File: src/rtl/lcd_screen_fetcher.sv
// Streams a 2x16 LCD screen, one character at a time, from the RAM controller's
// shared read port. The screen is a menu title/option pair or a 32-byte RAM dump.
module lcd_screen_fetcher #(
    parameter int LINE_LEN = 16,
    parameter int ADDR_W   = 5
) (
    input  logic              clk,
    input  logic              rst_n,
    input  logic              refresh_req,
    input  logic [1:0]        mode,
    input  logic [ADDR_W-1:0] title_sel,
    input  logic [ADDR_W-1:0] option_sel,
    output logic [1:0]        ram_sel,
    output logic [ADDR_W-1:0] menu_sel,
    output logic [ADDR_W-1:0] ram_addr,
    input  logic [7:0]        ram_dout,
    output logic [ADDR_W-1:0] lcd_pos,
    output logic [7:0]        lcd_char,
    output logic              lcd_valid,
    input  logic              lcd_ready,
    output logic              busy,
    output logic              done
);

    localparam logic [ADDR_W-1:0] LEN  = ADDR_W'(LINE_LEN);
    localparam logic [ADDR_W-1:0] LAST = ADDR_W'(2 * LINE_LEN - 1);

    typedef enum logic [1:0] {
        S_IDLE,
        S_SETUP,
        S_LATCH,
        S_SEND
    } state_t;

    state_t            r_state;
    state_t            w_next;
    logic [1:0]        r_mode;
    logic [ADDR_W-1:0] r_title;
    logic [ADDR_W-1:0] r_option;
    logic [ADDR_W-1:0] r_pos;
    logic              r_pending;

    logic              w_start;
    logic              w_accept;
    logic              w_last;
    logic              w_load;
    logic [1:0]        w_mode;
    logic [ADDR_W-1:0] w_title;
    logic [ADDR_W-1:0] w_option;
    logic [ADDR_W-1:0] w_pos;
    logic [1:0]        w_sel;
    logic [ADDR_W-1:0] w_menu;
    logic [ADDR_W-1:0] w_addr;

    // Non-printable bytes (and anything unknown) show as a blank.
    function automatic logic [7:0] f_filter(input logic [7:0] d);
        if (d >= 8'h20 && d <= 8'h7E)
            return d;
        return 8'h20;
    endfunction

    assign w_start  = (r_state == S_IDLE) && (refresh_req || r_pending);
    assign w_accept = (r_state == S_SEND) && lcd_ready;
    assign w_last   = (r_pos == LAST);
    assign w_load   = w_start || (w_accept && !w_last);
    assign w_mode   = w_start ? ((mode == 2'd3) ? 2'd0 : mode) : r_mode;
    assign w_title  = w_start ? title_sel : r_title;
    assign w_option = w_start ? option_sel : r_option;
    assign w_pos    = w_start ? '0 : r_pos + 1'b1;

    always_ff @(posedge clk or negedge rst_n) begin
        if (!rst_n)
            r_state <= S_IDLE;
        else
            r_state <= w_next;
    end

    always_comb begin
        w_next = r_state;
        unique case (r_state)
            S_IDLE:  if (w_start) w_next = S_SETUP;
            S_SETUP: w_next = S_LATCH;
            S_LATCH: w_next = S_SEND;
            S_SEND:  if (w_accept) w_next = w_last ? S_IDLE : S_SETUP;
            default: w_next = S_IDLE;
        endcase
    end

    // Port values for the position about to be fetched.
    always_comb begin
        w_sel  = w_mode;
        w_menu = menu_sel;
        w_addr = w_pos;
        if (w_mode == 2'd0) begin
            if (w_pos < LEN) begin
                w_menu = w_title;
            end else begin
                w_menu = w_option;
                w_addr = w_pos - LEN;
            end
        end
    end

    always_ff @(posedge clk or negedge rst_n) begin
        if (!rst_n) begin
            r_mode    <= '0;
            r_title   <= '0;
            r_option  <= '0;
            r_pos     <= '0;
            r_pending <= 1'b0;
            ram_sel   <= '0;
            menu_sel  <= '0;
            ram_addr  <= '0;
            lcd_pos   <= '0;
            lcd_char  <= 8'h20;
            lcd_valid <= 1'b0;
            busy      <= 1'b0;
            done      <= 1'b0;
        end else begin
            done <= 1'b0;
            if (w_start)
                r_pending <= 1'b0;
            else if (refresh_req)
                r_pending <= 1'b1;
            if (w_start) begin
                r_mode   <= w_mode;
                r_title  <= w_title;
                r_option <= w_option;
                busy     <= 1'b1;
            end
            if (w_load) begin
                r_pos    <= w_pos;
                ram_sel  <= w_sel;
                menu_sel <= w_menu;
                ram_addr <= w_addr;
            end
            if (r_state == S_LATCH) begin
                lcd_char  <= f_filter(ram_dout);
                lcd_pos   <= r_pos;
                lcd_valid <= 1'b1;
            end
            if (w_accept) begin
                lcd_valid <= 1'b0;
                if (w_last) begin
                    busy <= 1'b0;
                    done <= 1'b1;
                end
            end
        end
    end

endmodule

File: config.mk
export PLATFORM = sky130hd
export DESIGN_NAME = lcd_screen_fetcher
export DESIGN_NICKNAME = d
export VERILOG_FILES = /design/src/rtl/lcd_screen_fetcher.sv
export SDC_FILE = /design/constraint.sdc
export NUM_CORES = 1
export LEC_CHECK = 0
export ABC_AREA = 0
export CAP_MARGIN = 20
export CORE_MARGIN = 5
export CORE_UTILIZATION = 52
export CTS_BUF_LIST = sky130_fd_sc_hd__clkbuf_16
export CTS_CLUSTER_DIAMETER = 40
export CTS_CLUSTER_SIZE = 24
export DETAILED_ROUTE_END_ITERATION = 8
export GPL_TIMING_DRIVEN = 0
export HOLD_SLACK_MARGIN = 0.05
export PLACE_DENSITY = 0.87
export SYNTH_ARGS = -nofsm -noshare
export SYNTH_HDL_FRONTEND = slang
export SYNTH_SLANG_ARGS = --single-unit
File: constraint.sdc
create_clock -name clk -period 3.25 [get_ports clk]
set_input_delay 0.65 -clock clk [delete_from_list [all_inputs] [get_ports clk]]
set_output_delay 0.65 -clock clk [all_outputs]
set_load 0.05 [all_outputs]
-- After elaboration in Yosys (flattened, before gate mapping)
Index checks and enable logic that the tools add are counted.
Widths: inputs -> output; s select.
- flip-flop bits (word level): 48
- bits of input ports: 24
- logic and storage cells: 64
- add/sub/neg operators: 2
- order comparisons: 3
- eq/ne operators: 7
- multiplexer cells: 25
- reductions and logical operators: 13
- operator list (operator ; count):
    $mux 5 ; 6
    $mux 8 ; 2
    $mux 1 ; 12
    $ge 8x6->1 const B ; 1
    $le 8x7->1 const B ; 1
    $mux 2 ; 4
    $pmux 2 s4 ; 1
    $eq 2x2->1 const B ; 3
    $add 5x1->5 const B ; 1
    $eq 5x5->1 const B ; 1
    $lt 5x5->1 const B ; 1
    $sub 5x5->5 const B ; 1
    $logic_and 1x1->1 ; 4
    $logic_not 2->1 ; 2
    $ne 2x2->1 const B ; 2
    $reduce_and 2->1 ; 2
    $reduce_bool 2->1 ; 2
    $eq 2x1->1 const B ; 1
    $logic_or 1x1->1 ; 2
    $logic_not 1->1 ; 1

-- Depth between registers and ports, before layout
- word-level depth: 6
- mapped depth: 7
- depth with buffers taken out: 6

-- Worst setup path after synthesis
Ideal clock, no wire load.
- kind: reg2reg
- start: reg ram_addr[0] (netlist name)
- end: reg menu_sel[0]
- arrival: 1805 ps
- data required time: 3117 ps
- setup slack: 1312 ps
- stages on the path, launching flop included: 8
- period minus slack after synthesis: 1938 ps
- cells stage by stage: dfrtp_1 ha_1 and3_1 ha_1 clkbuf_1 mux2_2 nor4_1 a311oi_1
- RTL lines (item ; RTL line ; source):
    end signal: assignment ; 134 ; menu_sel <= w_menu;
    end: declaration ; 14 ; output logic [ADDR_W-1:0] menu_sel,

-- Final worst setup path
- start: reg ram_addr[2]
- end: out ram_addr[2]
- RTL lines (item ; RTL line ; source):
    start: declaration ; 15 ; output logic [ADDR_W-1:0] ram_addr,
    start signal: assignment ; 135 ; ram_addr <= w_addr;
No word-level cell between the ends.

==> flow_summary.toml <==
[die]
num_rows = 22
dieArea_sq_mm = 0.00529
fp.dieW_microns = 72.8
fp.coreArea_sq_mm = 0.00374
die_y_microns = 72.8
io_pins = 52
start_util_pct = 54.7

[final_layout]
nets = 276
multiInputGateArea_sq_um = 848
area.growth.synth_to_final_pct = 35.2
seq_area_sq_mm = 0.00110
antenna_cells = 0
final_layout_size_suffix_gt1_share_pct = 12.5
fin_area_sq_mm = 0.00277
fillers = 278

[routing]
avgRoutedWirePerCell_microns = 15.5
vias = 1617
route.detailed.drc = 0
antenna_left = 0
viasPerCell = 5.46
drtIter0Drc = 80
routed_wl_mm = 4.59
dr.pass1.iters = 4

[outcome]
status = "finished, final reports clean"

[placed_design]
port_buffers = 51
dp_hpwl_mm = 3.30
dpl_cell_area_sq_mm = 0.00263
gp_congestion = 0.822

[clock_tree]
cts-htree-levels = 2
numClockSinks = 44
cts_setup_buffers = 0
cts_tree = "done"
clk_latency_ns = 0.28
post_cts_hold_buffer_count = 0
cts_resized = 0
cts_root_buffer = "clkbuf_16"
cts.clk_slew.worst_paths_ns = 0.06
numCtsBuffers = 5
cts_buffer_depth = 2

[grt]
gr-total-overflow = 0
grt_pass1_vias = 1659
track_usage_pct = 19.2
grt_max_degree = 37
antenna_found_initial = 0
grt_pass1_wl_mm = 7.78

[logic_synthesis]
synth_nets = 217
netlist_instances = 188
syn-cell-area_sq_mm = 0.00205
synth.avg_cell_area_sq_um = 10.9
async_flop_share_pct = 100
synth_common_cells = "dfrtp_1, nand2_1, nor2_1, mux2_2, inv_1"
synth_most_common_cell = "dfrtp_1"
synth_area_leaders = "dfrtp_1, nand2_1, mux2_2, ha_1, mux2i_1"
synth.distinct_cells = 39
yosysTopAreaCellShare_pct = 52.5
synth-main-ff-cell = "dfrtp_1"
synth_edf_count = 0
ys_ff_latch = 44
synth_area_leader_cell = "dfrtp_1"
yosys_warnings = 0
ys_seq_area_share_pct = 53.8

[worst_hold_path]
hold_path.class = "in2async"

[pwr]
p_int_w = 0.00151
comb_power_share_pct = 48.1
power.density_mw_per_mm2 = 940
finalPower_w = 0.00261
max-vdd-ir-drop_mv = 0.547
p_leak_nw = 1.32
power_frac_seq_pct = 34.0
clockPowerShare_pct = 18.0
power.switching_w = 0.00110
p_sw_share_pct = 42.2

[worst_setup_path]
cp-start-kind = "flip-flop"
arrival_ns = 1.65
crit_type = "reg2out"
critical_path.endpoint_type = "primary output"
crit_fanout = 5
required_ns = 2.60

[timing]
min_period_ns = 2.30
fin_setup_tns_ns = 0
whs_ns = 0.221
clock_skew_ns = 0.00375
rsz0062_at_grt = "no"
slew_viol_final = 0
period_share_pct = 70.8
fmax_ghz = 0.435
hold_viol = 0
worst_pin_slew_ns = 0.520
finalSetupViolCount = 0
slew_headroom_pct = 65.2

[flow_run]
maxCapViolCount = 0
-- final timing paths --
check                              end  cells after the start  slack (ns)        start
max                        ram_addr[2]                      2        0.95  ram_addr[2]
min                        lcd_char[6]                      1        0.22        rst_n
max reg2reg                menu_sel[1]                      7        1.07  ram_addr[0]
min reg2reg                r_option[3]                      2        0.48  r_option[3]
max in group asynchronous  ram_addr[3]                      2        2.58        rst_n
min in group clk           r_option[3]                      2        0.48  r_option[3]
-- flip-flops by register name, indices dropped and copies added, names as in the netlist --
register and cells:
r_title 5, r_pos 1, ram_sel 2, lcd_char 8
r_mode 2, lcd_valid 1, busy 1, r_state 2
menu_sel 5, r_pending 1, done 1, lcd_pos 5
ram_addr 5, r_option 5
-- layer usage --
layer | routed length (microns) | part of all wire [%] | vias to the layer above | track usage, %
li1 | - | - | 764 | -
met1 | 1890 | 41 | 778 | 23.8
met2 | 2230 | 48 | 62 | 32.1
met3 | 372 | 8.1 | 13 | 5.10
met4 | 103 | 2.2 | 0 | 6.97
met5 | 0 | 0 | - | 0
-- cell usage in the layout (no fill, tap or decap), drive strengths merged, types with 3 or more instances in the layout --
cell	instances
nor3	5
xor2	3
dfrtp	43
a311oi	5
nor2b	3
clkdlybuf4s50	50
ha	5
nand2	34
o21ai	5
a21oi	6
nand2b	3
buf	10
clkbuf	8
or3	3
mux2i	5
a22o	5
inv	10
mux2	12
nor4	5
nor2	12
-- power by group through the flow --
stage / logic, W / clock network [W] / registers (W)
floorplan: 0.000571 / 0 / 0.00117
global placement: 0.00122 / 0 / 0.000875
detailed placement: 0.00125 / 0 / 0.000889
CTS: 0.00126 / 0.000477 / 0.000884
global route: 0.00135 / 0.000507 / 0.000910
finish: 0.00125 / 0.000468 / 0.000885
-- kinds of logic (layout without fill, tap and decap cells) --
kind of cell	Yosys count	after routing	synth area share, %
AND/OR/NAND/NOR	76	76	18.7
flip-flops	44	44	53.8
AO/OA/AOI/OAI	24	24	9.35
buffers and inverters	19	79	4.76
multiplexers	17	17	9.04
adder cells (fa/ha/maj)	5	5	3.05
XOR/XNOR	3	3	1.28
-- stage by stage --
step,utilization (%),cells,setup slack (ns)
floorplan,-,188,1.31
global placement,70.0,287,0.378
detailed placement,70.4,288,0.969
CTS,74.0,296,0.951
global route,74.0,296,0.915
finish,74.0,296,0.950
-- worst max-delay path, cell delays in order, from the launching register on --
cell             delay [ns]
dfrtp_1                0.44
buf_4                  0.14
clkdlybuf4s50_1        0.79
-- final cells by class --
type | count | area share, %
sequential | 44 | 39.8
tap | 48 | 2.17
buffer | 11 | 2.44
clock buffer | 5 | 4.52
multi-input combinational | 125 | 30.6
timing repair buffer | 52 | 19.0
inverter | 8 | 1.08
clock inverter | 3 | 0.407
No activity file was read; power rests on OpenSTA's default activity.
